**src/rtl/conv_layer_scheduler_pkg.sv**
```systemverilog
// Shared definitions for the convolution layer scheduler: FSM encoding and
// helpers that derive padded-frame geometry from the image width.
package conv_sched_pkg;

  typedef enum logic [1:0] {
    S_IDLE   = 2'd0,
    S_STREAM = 2'd1,
    S_DRAIN  = 2'd2,
    S_DONE   = 2'd3
  } state_t;

  // Padded frame edge length (one zero border on every side).
  function automatic int unsigned pad_w(input int unsigned w);
    return w + 2;
  endfunction

  function automatic int unsigned npix(input int unsigned w);
    return w * w;
  endfunction

  // Width of a per-filter output counter able to hold npix(w).
  function automatic int unsigned cnt_w(input int unsigned w);
    return $clog2(w * w + 1);
  endfunction

endpackage

```
**src/rtl/conv_layer_scheduler_if.sv**
```systemverilog
// Layer-level bus of the scheduler: controller handshake, frame RAM read port
// and the shared filter input bus with per-filter valid returns.
interface conv_layer_scheduler_if #(
  parameter int unsigned DATA_WIDTH  = 32,
  parameter int unsigned ADDR_WIDTH  = 10,
  parameter int unsigned NUM_FILTERS = 16
);

  logic                      start;
  logic                      pause;
  logic                      mem_rd_en;
  logic [ADDR_WIDTH-1:0]     mem_addr;
  logic [3*DATA_WIDTH-1:0]   mem_rd_data;
  logic [3*DATA_WIDTH-1:0]   pix_data;
  logic                      pix_wren;
  logic [NUM_FILTERS-1:0]    filt_valid;
  logic                      busy;
  logic                      done;
  logic                      err;

  modport master (
    input  start, pause, mem_rd_data, filt_valid,
    output mem_rd_en, mem_addr, pix_data, pix_wren, busy, done, err
  );

  modport slave (
    output start, pause, mem_rd_data, filt_valid,
    input  mem_rd_en, mem_addr, pix_data, pix_wren, busy, done, err
  );

endinterface

```
**src/rtl/conv_layer_scheduler_raster.sv**
```systemverilog
// Raster walker over the zero-padded frame: row/col position plus the
// row-major address of the unpadded image, advanced one position per enable.
module padded_raster_counter
  import conv_sched_pkg::*;
#(
  parameter int unsigned WIDTH      = 32,
  parameter int unsigned ADDR_WIDTH = 10
) (
  input  logic                  clk,
  input  logic                  rst,
  input  logic                  clear,
  input  logic                  en,
  output logic [ADDR_WIDTH-1:0] addr,
  output logic                  interior,
  output logic                  last
);

  localparam int unsigned PW   = pad_w(WIDTH);
  localparam int unsigned RC_W = $clog2(PW);
  localparam logic [RC_W-1:0] LAST_RC = RC_W'(PW - 1);
  localparam logic [RC_W-1:0] MAX_IN  = RC_W'(WIDTH);

  logic [RC_W-1:0] row;
  logic [RC_W-1:0] col;

  always_comb begin
    interior = (row != '0) && (row <= MAX_IN) && (col != '0) && (col <= MAX_IN);
    last     = (row == LAST_RC) && (col == LAST_RC);
  end

  // The interior address only advances on interior positions, so it follows
  // row-major order of the unpadded image without a multiplier.
  always_ff @(posedge clk) begin
    if (!rst || clear) begin
      row  <= '0;
      col  <= '0;
      addr <= '0;
    end else if (en) begin
      if (interior) addr <= addr + 1'b1;
      if (col == LAST_RC) begin
        col <= '0;
        row <= last ? '0 : row + 1'b1;
      end else begin
        col <= col + 1'b1;
      end
    end
  end

endmodule

```
**src/rtl/conv_layer_scheduler.sv**
```systemverilog
// Convolution layer scheduler: streams a zero-padded frame from the RGB frame
// RAM to all filter blocks and counts each filter's outputs to detect completion.
module conv_layer_scheduler
  import conv_sched_pkg::*;
#(
  parameter int unsigned DATA_WIDTH  = 32,
  parameter int unsigned WIDTH       = 32,
  parameter int unsigned NUM_FILTERS = 16,
  parameter int unsigned ADDR_WIDTH  = 10
) (
  input logic                    clk,
  input logic                    rst,
  conv_layer_scheduler_if.master bus
);

  localparam int unsigned NPIX  = npix(WIDTH);
  localparam int unsigned CNT_W = cnt_w(WIDTH);
  localparam logic [CNT_W-1:0] CNT_FULL = CNT_W'(NPIX);

  state_t state;
  state_t next;

  logic                    accept;
  logic                    issue;
  logic                    counting;
  logic                    interior;
  logic                    last;
  logic [ADDR_WIDTH-1:0]   addr;
  logic                    emit_vld;
  logic                    emit_int;
  logic                    err_q;
  logic                    over;
  logic                    all_full;
  logic [NUM_FILTERS-1:0]  full;
  logic [CNT_W-1:0]        cnt [NUM_FILTERS];
  logic [3*DATA_WIDTH-1:0] rd_word;

  assign accept   = (state == S_IDLE) && bus.start;
  assign issue    = (state == S_STREAM) && !bus.pause;
  assign counting = (state == S_STREAM) || (state == S_DRAIN);
  assign rd_word  = bus.mem_rd_data;

  padded_raster_counter #(
    .WIDTH      (WIDTH),
    .ADDR_WIDTH (ADDR_WIDTH)
  ) u_raster (
    .clk      (clk),
    .rst      (rst),
    .clear    (accept),
    .en       (issue),
    .addr     (addr),
    .interior (interior),
    .last     (last)
  );

  always_ff @(posedge clk) begin
    if (!rst) state <= S_IDLE;
    else      state <= next;
  end

  always_comb begin
    next = state;
    unique case (state)
      S_IDLE:   if (bus.start)      next = S_STREAM;
      S_STREAM: if (issue && last)  next = S_DRAIN;
      S_DRAIN:  if (all_full)       next = S_DONE;
      S_DONE:                       next = S_IDLE;
      default:                      next = S_IDLE;
    endcase
  end

  // Emit stage: RAM data arrives one cycle after the read, so the issue
  // decision is delayed by one register to line up with it.
  always_ff @(posedge clk) begin
    if (!rst) begin
      emit_vld <= 1'b0;
      emit_int <= 1'b0;
    end else begin
      emit_vld <= issue;
      emit_int <= issue && interior;
    end
  end

  always_comb begin
    full = '0;
    over = 1'b0;
    for (int unsigned i = 0; i < NUM_FILTERS; i++) begin
      full[i] = (cnt[i] == CNT_FULL);
      if (counting && bus.filt_valid[i] && full[i]) over = 1'b1;
    end
    all_full = &full;
  end

  always_ff @(posedge clk) begin
    if (!rst || accept) begin
      for (int unsigned i = 0; i < NUM_FILTERS; i++) cnt[i] <= '0;
      err_q <= 1'b0;
    end else if (counting) begin
      for (int unsigned i = 0; i < NUM_FILTERS; i++) begin
        if (bus.filt_valid[i] && !full[i]) cnt[i] <= cnt[i] + 1'b1;
      end
      if (over) err_q <= 1'b1;
    end
  end

  assign bus.mem_rd_en = issue && interior;
  assign bus.mem_addr  = addr;
  assign bus.pix_wren  = emit_vld;
  assign bus.pix_data  = emit_int ? rd_word : '0;
  assign bus.busy      = counting;
  assign bus.done      = (state == S_DONE);
  assign bus.err       = err_q;

endmodule

```
**src/flat_wrapper.sv**
```systemverilog
// flat-port wrapper written by rule: the top's interface ports become plain ports
module conv_layer_scheduler_flat import conv_sched_pkg::*;
#(
  parameter int unsigned DATA_WIDTH  = 32,
  parameter int unsigned WIDTH       = 32,
  parameter int unsigned NUM_FILTERS = 16,
  parameter int unsigned ADDR_WIDTH  = 10
)
  (clk, rst, bus_start, bus_pause, bus_mem_rd_data, bus_filt_valid, bus_mem_rd_en, bus_mem_addr, bus_pix_data, bus_pix_wren, bus_busy, bus_done, bus_err);
  conv_layer_scheduler_if #(.DATA_WIDTH(DATA_WIDTH), .ADDR_WIDTH(ADDR_WIDTH), .NUM_FILTERS(NUM_FILTERS)) bus_i ();
  input logic clk;
  input logic rst;
  input wire logic [$bits(bus_i.start)-1:0] bus_start;
  input wire logic [$bits(bus_i.pause)-1:0] bus_pause;
  input wire logic [$bits(bus_i.mem_rd_data)-1:0] bus_mem_rd_data;
  input wire logic [$bits(bus_i.filt_valid)-1:0] bus_filt_valid;
  output wire logic [$bits(bus_i.mem_rd_en)-1:0] bus_mem_rd_en;
  output wire logic [$bits(bus_i.mem_addr)-1:0] bus_mem_addr;
  output wire logic [$bits(bus_i.pix_data)-1:0] bus_pix_data;
  output wire logic [$bits(bus_i.pix_wren)-1:0] bus_pix_wren;
  output wire logic [$bits(bus_i.busy)-1:0] bus_busy;
  output wire logic [$bits(bus_i.done)-1:0] bus_done;
  output wire logic [$bits(bus_i.err)-1:0] bus_err;
  assign bus_i.start = bus_start;
  assign bus_i.pause = bus_pause;
  assign bus_i.mem_rd_data = bus_mem_rd_data;
  assign bus_i.filt_valid = bus_filt_valid;
  assign bus_mem_rd_en = bus_i.mem_rd_en;
  assign bus_mem_addr = bus_i.mem_addr;
  assign bus_pix_data = bus_i.pix_data;
  assign bus_pix_wren = bus_i.pix_wren;
  assign bus_busy = bus_i.busy;
  assign bus_done = bus_i.done;
  assign bus_err = bus_i.err;
  conv_layer_scheduler #(.DATA_WIDTH(DATA_WIDTH), .WIDTH(WIDTH), .NUM_FILTERS(NUM_FILTERS), .ADDR_WIDTH(ADDR_WIDTH)) u_core (.clk(clk), .rst(rst), .bus(bus_i));
endmodule
```
**config.mk**
```make
export PLATFORM = sky130hd
export DESIGN_NAME = conv_layer_scheduler_flat
export DESIGN_NICKNAME = d
export VERILOG_FILES = /design/src/rtl/conv_layer_scheduler_pkg.sv /design/src/rtl/conv_layer_scheduler_if.sv /design/src/rtl/conv_layer_scheduler_raster.sv /design/src/rtl/conv_layer_scheduler.sv /design/src/flat_wrapper.sv
export SDC_FILE = /design/constraint.sdc
export NUM_CORES = 1
export LEC_CHECK = 0
export ABC_AREA = 1
export BUFFER_PORTS_ARGS = -buffer_cell sky130_fd_sc_hd__buf_2
export CORE_ASPECT_RATIO = 0.75
export CORE_MARGIN = 2
export CORE_UTILIZATION = 45
export CTS_CLUSTER_SIZE = 28
export DETAILED_ROUTE_END_ITERATION = 8
export PLACE_DENSITY = 0.67
export SKIP_LAST_GASP = 1
export SYNTH_ARGS = -nofsm -noshare
export SYNTH_HDL_FRONTEND = slang
export SYNTH_HIERARCHICAL = 1
export SYNTH_SLANG_ARGS = --single-unit
```
**constraint.sdc**
```tcl
create_clock -name clk -period 2.58 [get_ports clk]
set_input_delay 0 -clock clk [delete_from_list [all_inputs] [get_ports clk]]
set_output_delay 0 -clock clk [all_outputs]
set_load 0.02 [all_outputs]
```
======== After elaboration in Yosys (flattened, before gate mapping) ========
Memory sizes are Yosys's and may differ from the RTL's.
Index checks and enable logic that the tools add are counted.
W data, S select, Z words.
word-level totals
  memory bits (writable) .................. 176
  output and inout port bits .............. 111
  word-level logic and storage cells ...... 258
  memories ................................ 1
  register bits after elaboration ......... 27
cells by class
  mux-type cells .......................... 105
  equal/unequal tests ..................... 24
  bitwise operators ....................... 16
  reductions and logical operators ........ 84
  add/subtract/negate cells ............... 19
  $lt $le $gt $ge ......................... 2
memory list
  memory      depth  bits a word  rd ports  clocked after memory_dff  wr ports  line                        RTL
  u_core.cnt  16     11           16        0                         16        conv_layer_scheduler.sv:35  logic [CNT_W-1:0] cnt [NUM_FILTERS];
operators by type and width
  kind                     number
  $add A11 B1 Y11 const B  16
  $eq A11 B11 Y1 const B   16
  $mux W11                 16
  $mux W96                 1
  $mux W1                  82
  $logic_and A1 B1 Y1      56
  $logic_not A1 Y1         18
  $or A1 B1 Y1             16
  $reduce_and A16 Y1       1
  $add A6 B1 Y6 const B    2
  $eq A6 B6 Y1 const B     2
  $le A6 B6 Y1 const B     2
  $mux W6                  2
  $reduce_bool A6 Y1       2
  $add A10 B1 Y10 const B  1
  $pmux W2 S4              1
  $mux W2                  3
  $reduce_and A2 Y1        3
  $eq A2 B2 Y1 const B     2
  $ne A2 B2 Y1 const B     2
  $reduce_and A3 Y1        1
  $eq A2 B1 Y1 const B     1
  $logic_not A2 Y1         1
  $logic_or A1 B1 Y1       2
  $ne A2 B1 Y1 const B     1

======== Logic depth before layout (Yosys ltp) ========
Gate-level depths: netlist (run 1).
  depth in word-level cells ............... 21
  gate-level depth with buffers ........... 13
  depth with buffers taken out ............ 13

======== Cells and area by module ========
Netlist (run 1), hierarchy kept.
modules (own cells, without submodules)
  module                 cells each  sequential area each (um2)  times used  area an instance (um2)
  conv_layer_scheduler   1,374       5,385.2                     1           11,063.1
  padded_raster_counter  186         440.4                       1           1,348.8

======== Worst setup path after synthesis (run 1) ========
OpenSTA, ideal clock, no wires.
  path kind ............................... flip-flop to flip-flop
  from .................................... reg u_core.state[0]
  to ...................................... mem u_core/cnt[0][55] (netlist bit) (enable)
  arrival time ............................ 2.052 ns
  library setup time ...................... 0.394 ns
  cell stages (with the launch flop) ...... 6
  period minus slack after synthesis ...... 2.446 ns
  setup slack ............................. 0.134 ns
  required time ........................... 2.186 ns
  cells stage by stage .................... dfxtp_1 -> inv_1 -> ha_1 -> buf_2 -> nand2_1 -> o21ai_0
RTL lines
  item                    line                        RTL
  from (decl)             conv_layer_scheduler.sv:20  state_t state;
  from (signal assigned)  conv_layer_scheduler.sv:58  else state <= next;
  to (decl)               conv_layer_scheduler.sv:35

==> flow_metrics.py, run 1 <==
metrics = {
    "status": {
        "status": "finished clean",
    },
    "floorplanning": {
        "core_um2": 27100,
        "dieArea_um2": 28900,
        "die_w_um": 196,
        "die_h_um": 148,
        "io_pins": 227,
        "rows": 52,
        "start_util": 0.459,
    },
    "clock_network": {
        "cts_buffers": 23,
        "cts_sinks": 203,
        "clk_latency_ns": 0.51,
        "clk_transition_reported_paths_ns": 0.06,
        "cts_tree": "built",
        "h-tree-depth": 1,
        "cts.path.max_buffers": 3,
        "cts-root-buf": "clkbuf_16",
    },
    "timing": {
        "min_period_ns": 2.44,
        "finalSetupViolCount": 0,
        "hold_viol_final": 0,
        "setup_tns_ns": 0,
        "fin_hold_ws_ns": 0.0380,
        "fin_ws_ns": 0.140,
        "max_freq_mhz": 410,
        "tightest_slew_ns": 0.616,
        "max-slew-margin-rel": 0.589,
        "drv_slew": 0,
        "final.period_utilization": 0.946,
        "clock_skew_ns": 0.0117,
    },
    "worst_setup_path": {
        "worstPathArrival_ns": 2.84,
        "r2r_cells": 14,
        "regToRegSetupSlack_ns": 0.14,
        "worstSetupPathDepth": 14,
        "path_buf_inv": 2,
        "crit_top_cell": "nand2_1",
        "r2r_end": "u_core/state[1]",
        "cpLargestDelayFamily": "simple AND/OR/NAND/NOR gates",
        "endpoint_kind": "flip-flop",
        "crit_slowest_cell": "dlygate4sd3_1",
        "worst_setup_path_start_kind": "flip-flop",
        "max_stage_delay_ns": 0.56,
        "critPathKind": "flip-flop to flip-flop",
        "path_max_fanout": 4,
        "reg2reg_from": "u_core/cnt[1][0]",
        "crit_chain": "inv_1, ha_1, nand2_1, nor3_1, nand2_2, nor2_1, nand2_1, nor2_1, nand2_1, nand2_2, nand3_1, nand2_1, dlygate4sd3_1, nor2_1",
        "cp.required_ns": 2.98,
    },
    "synthesis": {
        "syn_area_per_cell_um2": 7.96,
        "synth.mux.area_fraction": 0,
        "ys_ff_latch": 203,
        "syn_area_um2": 12400,
        "yosysWarnings": 6,
        "synth_top_area_cell": "edfxtp_1",
        "synth_compound_area_frac": 0.0642,
        "synth_common_cells": "nand2_1, inv_1, nor2_1",
        "ys_types": 46,
        "syn_nets": 1720,
        "synth_edf_count": 176,
        "synth_seq_area_share": 0.469,
        "synth_area_leaders": "edfxtp_1, nand2_1, inv_1, nor2_1, ha_1",
        "synth_cells": 1560,
        "yosysMostFrequentCell": "nand2_1",
        "synthXorXnorAreaFrac": 0.0346,
        "synthSimpleGateAreaFrac": 0.291,
        "yosys.area.top_type_share": 0.426,
        "synth_top_family_by_area": "simple AND/OR/NAND/NOR gates",
        "async_flop_share": 0,
        "ys.flop_type": "edfxtp_1",
        "synthAdderAreaFrac": 0.0444,
    },
    "placement": {
        "dp_hpwl_mm": 20.9,
        "dp.cells": 2115,
        "place_congestion": 0.811,
        "place_ws_ns": 0.367,
        "place_area_um2": 14000,
        "io_buffer_count": 226,
    },
    "drt": {
        "ant_nets": 0,
        "wl_met3_mm": 1.06,
        "drt_drc_violations_left": 0,
        "first_pass_iters": 5,
        "wl_met2_mm": 12.0,
        "drtIter0Drc": 732,
        "wl_mm": 28.0,
        "viasPerCell": 4.83,
        "wl_per_cell_um": 12.9,
        "met1_length_mm": 14.5,
        "top_layer": "met4",
        "routed-via-count": 10400,
    },
    "global_route": {
        "grt_pass1_vias": 9517,
        "grt_usage": 0.188,
        "overflow": 0,
        "antenna_found_initial": 1,
        "grt_max_degree": 64,
        "grt_pass1_wl_mm": 45.5,
    },
    "finish": {
        "final_util": 0.547,
        "drive_above_1_share": 0.187,
        "nets": 1956,
        "area_delta_synth_final_pct": 19.2,
        "fillers": 2506,
        "final_cells": 2164,
        "design_area_um2": 14800,
    },
    "job": {
        "cap_violations": 0,
    },
    "worst_hold_path": {
        "min_from": "bus_filt_valid[13]",
        "holdPathEnd": "u_core/bus.err",
        "hold_path.class": "input port to flip-flop",
        "holdPathStages": 7,
    },
    "power": {
        "powerDensity_nw_per_um2": 821,
        "peakVddDrop_uv": 454,
        "p_leak_nw": 7.01,
        "finalPower_mw": 12.1,
    },
}
-- registers in the layout (all words and copies together), names as in the netlist --
register / flops
u_core/bus.err: 1
u_core/bus.pix_wren: 1
u_core/u_raster/row: 6
u_core/u_raster/col: 6
u_core/emit_int: 1
u_core/state: 2
u_core/cnt: 176
u_core/u_raster/addr: 10
-- power breakdown --
group	internal, mW	switching [mW]
sequential	4.87	0.843
combinational	1.11	2.17
clock	1.91	1.25
total	7.89	4.26
-- cell usage in the layout, fill, tap and decap left out, types with 3 or more instances in the layout --
cell type	n
a21oi_1	82
a31oi_1	8
and3_1	6
buf_2	226
buf_4	15
clkbuf_1	6
clkbuf_16	23
clkbuf_8	6
clkinv_2	3
dfxtp_1	26
dlygate4sd3_1	4
edfxtp_1	176
ha_1	44
inv_1	269
inv_2	5
nand2_1	343
nand2_2	4
nand3_1	72
nand3_2	5
nand4_1	21
nor2_1	226
nor2_2	11
nor2_4	4
nor3_1	49
nor3_2	12
nor3b_1	25
nor3b_2	4
o21a_1	6
o21ai_0	35
o21bai_1	3
o22ai_1	8
or2_0	7
or2_2	6
xnor2_1	11
xor2_1	38
-- cells by family after synthesis --
family	after synthesis
xor+xnor	49
buf+inv	312
compound gates	148
flops	203
simple gates	804
fa+ha+maj	44
-- cell type report --
class                      count  area [µm²]  share of cell area
antenna                        1        2.50            0.000169
inverter                     276        1040              0.0702
clock buffer                  35         681              0.0460
timing repair buffer         247        1320              0.0895
clock inverter                 6        56.3             0.00381
multi-input combinational   1045        5430               0.367
tap                          351         439              0.0297
sequential                   203        5830               0.394
-- metal layers --
metal,up-vias,global-route usage
met2,175,0.284
li1,5484,-
met5,-,0
met4,0,0.0413
met1,4756,0.289
met3,34,0.0221
-- worst register-to-register path: cells and delay by family, from the launching register on --
kind / cells / cell delay (ns)
AND/OR/NAND/NOR: 11 / 1.10
buffers and inverters: 2 / 0.66
flip-flops: 1 / 0.43
adder cells (fa/ha/maj): 1 / 0.15
-- what timing repair did --
action                     4_1_cts  5_1_grt
setup endpoints to repair        0        1
hold buffers                     4        0
hold endpoints to repair         8        0
buffers inserted                 0        3
resized for setup                0        8
-- worst max-delay path by stage --
stage                      from                end  slack (ns)
2_1_floorplan   u_core/state[0]  u_core/cnt[0][55]        0.13
3_3_place_gp    u_core/state[0]  u_core/cnt[1][14]        0.46
3_5_place_dp    u_core/state[0]  u_core/cnt[0][81]        0.37
4_1_cts         u_core/state[1]    u_core/state[1]        0.06
5_1_grt        u_core/cnt[1][0]    u_core/state[1]      -0.005
6_report       u_core/cnt[1][0]    u_core/state[1]        0.14
(Power assumes the default switching activity.)
==> run 2: changes to the inputs <==
--- a/config.mk
+++ b/config.mk
@@ -5,7 +5,6 @@
 export SDC_FILE = /design/constraint.sdc
 export NUM_CORES = 1
 export LEC_CHECK = 0
-export ABC_AREA = 1
 export BUFFER_PORTS_ARGS = -buffer_cell sky130_fd_sc_hd__buf_2
 export CORE_ASPECT_RATIO = 0.75
 export CORE_MARGIN = 2
==> run 2 against run 1 <==
Effect of this change: worst hold slack lost 0.019 ns; non-clock buffer count shrank 7; clock-buffer cell count is 5 lower; combinational power fell by 13%; register-to-register slack gained 0.10 ns; synthesized area down 6.9%; first-iteration DRC count fell by 12%; flip-flop and latch count did not move; synthesized cell count down 24%; total power shrank 2.6%; critical path type unchanged; critical endpoint unchanged.
==> flow_metrics.py, run 2 <==
metrics = {
    "drt": {
        "routed-via-count": 8961,
        "wl_per_cell_um": 15.1,
        "wl_mm": 26.6,
        "viasPerCell": 5.09,
        "drt_drc_violations_left": 0,
        "drtIter0Drc": 641,
        "ant_nets": 0,
        "first_pass_iters": 5,
    },
    "synthesis": {
        "synthAdderAreaFrac": 0.0477,
        "syn_nets": 1338,
        "synth_seq_area_share": 0.504,
        "synth_edf_count": 176,
        "synth_top_family_by_area": "simple AND/OR/NAND/NOR gates",
        "synth_common_cells": "nor2_1, edfxtp_1, and2_1, nand3_1, xor2_1",
        "yosysWarnings": 6,
        "synth_cells": 1178,
        "synth_compound_area_frac": 0.0257,
        "ys_ff_latch": 203,
        "async_flop_share": 0,
        "synth_area_leaders": "edfxtp_1, xor2_1, nor2_1, and2_1, ha_1",
        "yosys.area.top_type_share": 0.458,
        "synth.mux.area_fraction": 0.00260,
        "ys.flop_type": "edfxtp_1",
        "ys_types": 44,
        "synthXorXnorAreaFrac": 0.112,
        "synth_top_area_cell": "edfxtp_1",
        "yosysMostFrequentCell": "nor2_1",
        "syn_area_um2": 11600,
        "syn_area_per_cell_um2": 9.81,
        "synthSimpleGateAreaFrac": 0.272,
    },
    "global_route": {
        "grt_pass1_wl_mm": 42.7,
        "top_usage_layer": "met1",
        "use_met1": 0.298,
        "overflow": 0,
        "antenna_found_initial": 1,
        "grt_max_degree": 81,
        "grt_usage": 0.195,
        "use_met2": 0.281,
        "met3_usage": 0.0504,
        "grt_pass1_vias": 8217,
    },
    "finish": {
        "nets": 1567,
        "top_regs": "u_core/cnt (176), u_core/u_raster/addr (10)",
        "largest_register": "u_core/cnt",
        "area_delta_synth_final_pct": 18.9,
        "layout_commonest_cell": "buf_2",
        "design_area_um2": 13700,
        "drive_above_1_share": 0.195,
        "largest_reg_flops": 176,
        "mostFrequentLayoutCells": "buf_2, nor2_1, edfxtp_1",
        "diodes": 0,
    },
    "floorplanning": {
        "die_h_um": 143,
        "start_util": 0.460,
        "io_pins": 227,
        "core_um2": 25100,
        "dieArea_um2": 27000,
        "die_w_um": 189,
        "rows": 50,
    },
    "clock_network": {
        "cts-root-buf": "clkbuf_16",
        "clk_transition_reported_paths_ns": 0.06,
        "clk_latency_ns": 0.51,
        "cts_buffers": 22,
        "h-tree-depth": 1,
        "cts.path.max_buffers": 3,
        "post-cts-setup-buffers": 0,
        "cts_tree": "built",
        "cts_sinks": 203,
    },
    "timing": {
        "tightest_slew_ns": 0.976,
        "grt_setup_unrepaired": "false",
        "fin_ws_ns": 0.241,
        "setup_tns_ns": 0,
        "hold_viol_final": 0,
        "max_freq_mhz": 428,
        "finalSetupViolCount": 0,
        "final.period_utilization": 0.907,
        "clock_skew_ns": 0.0172,
        "drv_slew": 0,
        "min_period_ns": 2.34,
        "max-slew-margin-rel": 0.349,
    },
    "power": {
        "p_sw_frac": 0.345,
        "seqPwrFrac": 0.514,
        "powerDensity_nw_per_um2": 861,
        "peakVddDrop_uv": 503,
        "internal_power_mw": 7.75,
        "p_leak_nw": 5.68,
        "power.switching_mw": 4.08,
        "comb_power_share": 0.242,
        "power_frac_clock": 0.244,
    },
    "placement": {
        "place_area_um2": 13100,
        "dp_hpwl_mm": 19.5,
        "place_congestion": 1.04,
        "place_ws_ns": 0.213,
        "io_buffer_count": 226,
    },
    "job": {
        "cap_violations": 0,
    },
    "worst_hold_path": {
        "hold_path.class": "input port to flip-flop",
    },
    "worst_setup_path": {
        "worst_setup_path_start_kind": "flip-flop",
        "regToRegSetupSlack_ns": 0.24,
        "endpoint_kind": "flip-flop",
        "cp.required_ns": 3.02,
        "worstPathArrival_ns": 2.78,
        "critPathKind": "flip-flop to flip-flop",
        "path_max_fanout": 6,
    },
    "status": {
        "status": "finished clean",
    },
}
==> run 2: timing repair <==
item                      in CTS  in global routing
hold endpoints to repair       7                  0
gates resized for setup        0                  0
hold buffers                   2                  0
==> run 2: power by group through the flow <==
| stage | clock network [mW] | logic, mW | registers (mW) |
|---|---|---|---|
| after CTS | 2.97 | 2.88 | 6.06 |
| after floorplan | 0 | 2.09 | 5.84 |
| after global placement | 0 | 2.81 | 6.06 |
| after global routing | 3.11 | 3.25 | 6.26 |
| final | 2.89 | 2.86 | 6.08 |
| after detailed placement | 0 | 2.84 | 6.11 |
==> run 2: logic make-up after synthesis <==
group	after synthesis
AND/OR/NAND/NOR	622
flip-flops	203
XOR/XNOR	146
buffers and inverters	108
AO/OA/AOI/OAI	52
adder cells (fa/ha/maj)	44
multiplexers	3
==> run 2: final timing paths <==
kind | startpoint | to | depth (start not counted)
worst min-delay path | bus_start | u_core/cnt[1][23] | 3
worst max register to register | u_core/cnt[0][46] | u_core/state[1] | 6
worst max-delay path | u_core/cnt[0][46] | u_core/state[1] | 6
worst min register to register | u_core/bus.err | u_core/bus.err | 1
==> run 2: routing by layer <==
layer / part of all wire / up-vias / routed length [µm]
met5: 0.00041 / - / 11
met4: 0.011 / 2 / 291
met3: 0.063 / 29 / 1680
met2: 0.41 / 166 / 11000
met1: 0.51 / 4229 / 13600
li1: - / 4535 / -
==> run 2: critical path, stage by stage (launching register included) <==
cell and delay, ns:
edfxtp_1 0.47, nor4_1 0.26, nand4_1 0.32, nor4_1 0.53, nand4_1 0.27, a21oi_2 0.24, mux2i_1 0.19
==> run 2: cell type report <==
type	instances	area, µm²
clock buffer	30	601
clock inverter	10	56.3
fill	2231	11400
inverter	73	274
multi-input combinational	867	5310
sequential	203	5830
tap	338	423
timing repair buffer	240	1240
==> run 2: stage by stage <==
stage,util,hold WS [ns],power (mW),instances
finish,0.548,0.0189,11.8,1761
global placement,0.521,0.323,8.87,1719
detailed placement,0.521,0.324,8.95,1719
CTS,0.548,0.00677,11.9,1761
global route,0.548,0.0378,12.6,1761
floorplan,-,0.202,7.93,1178
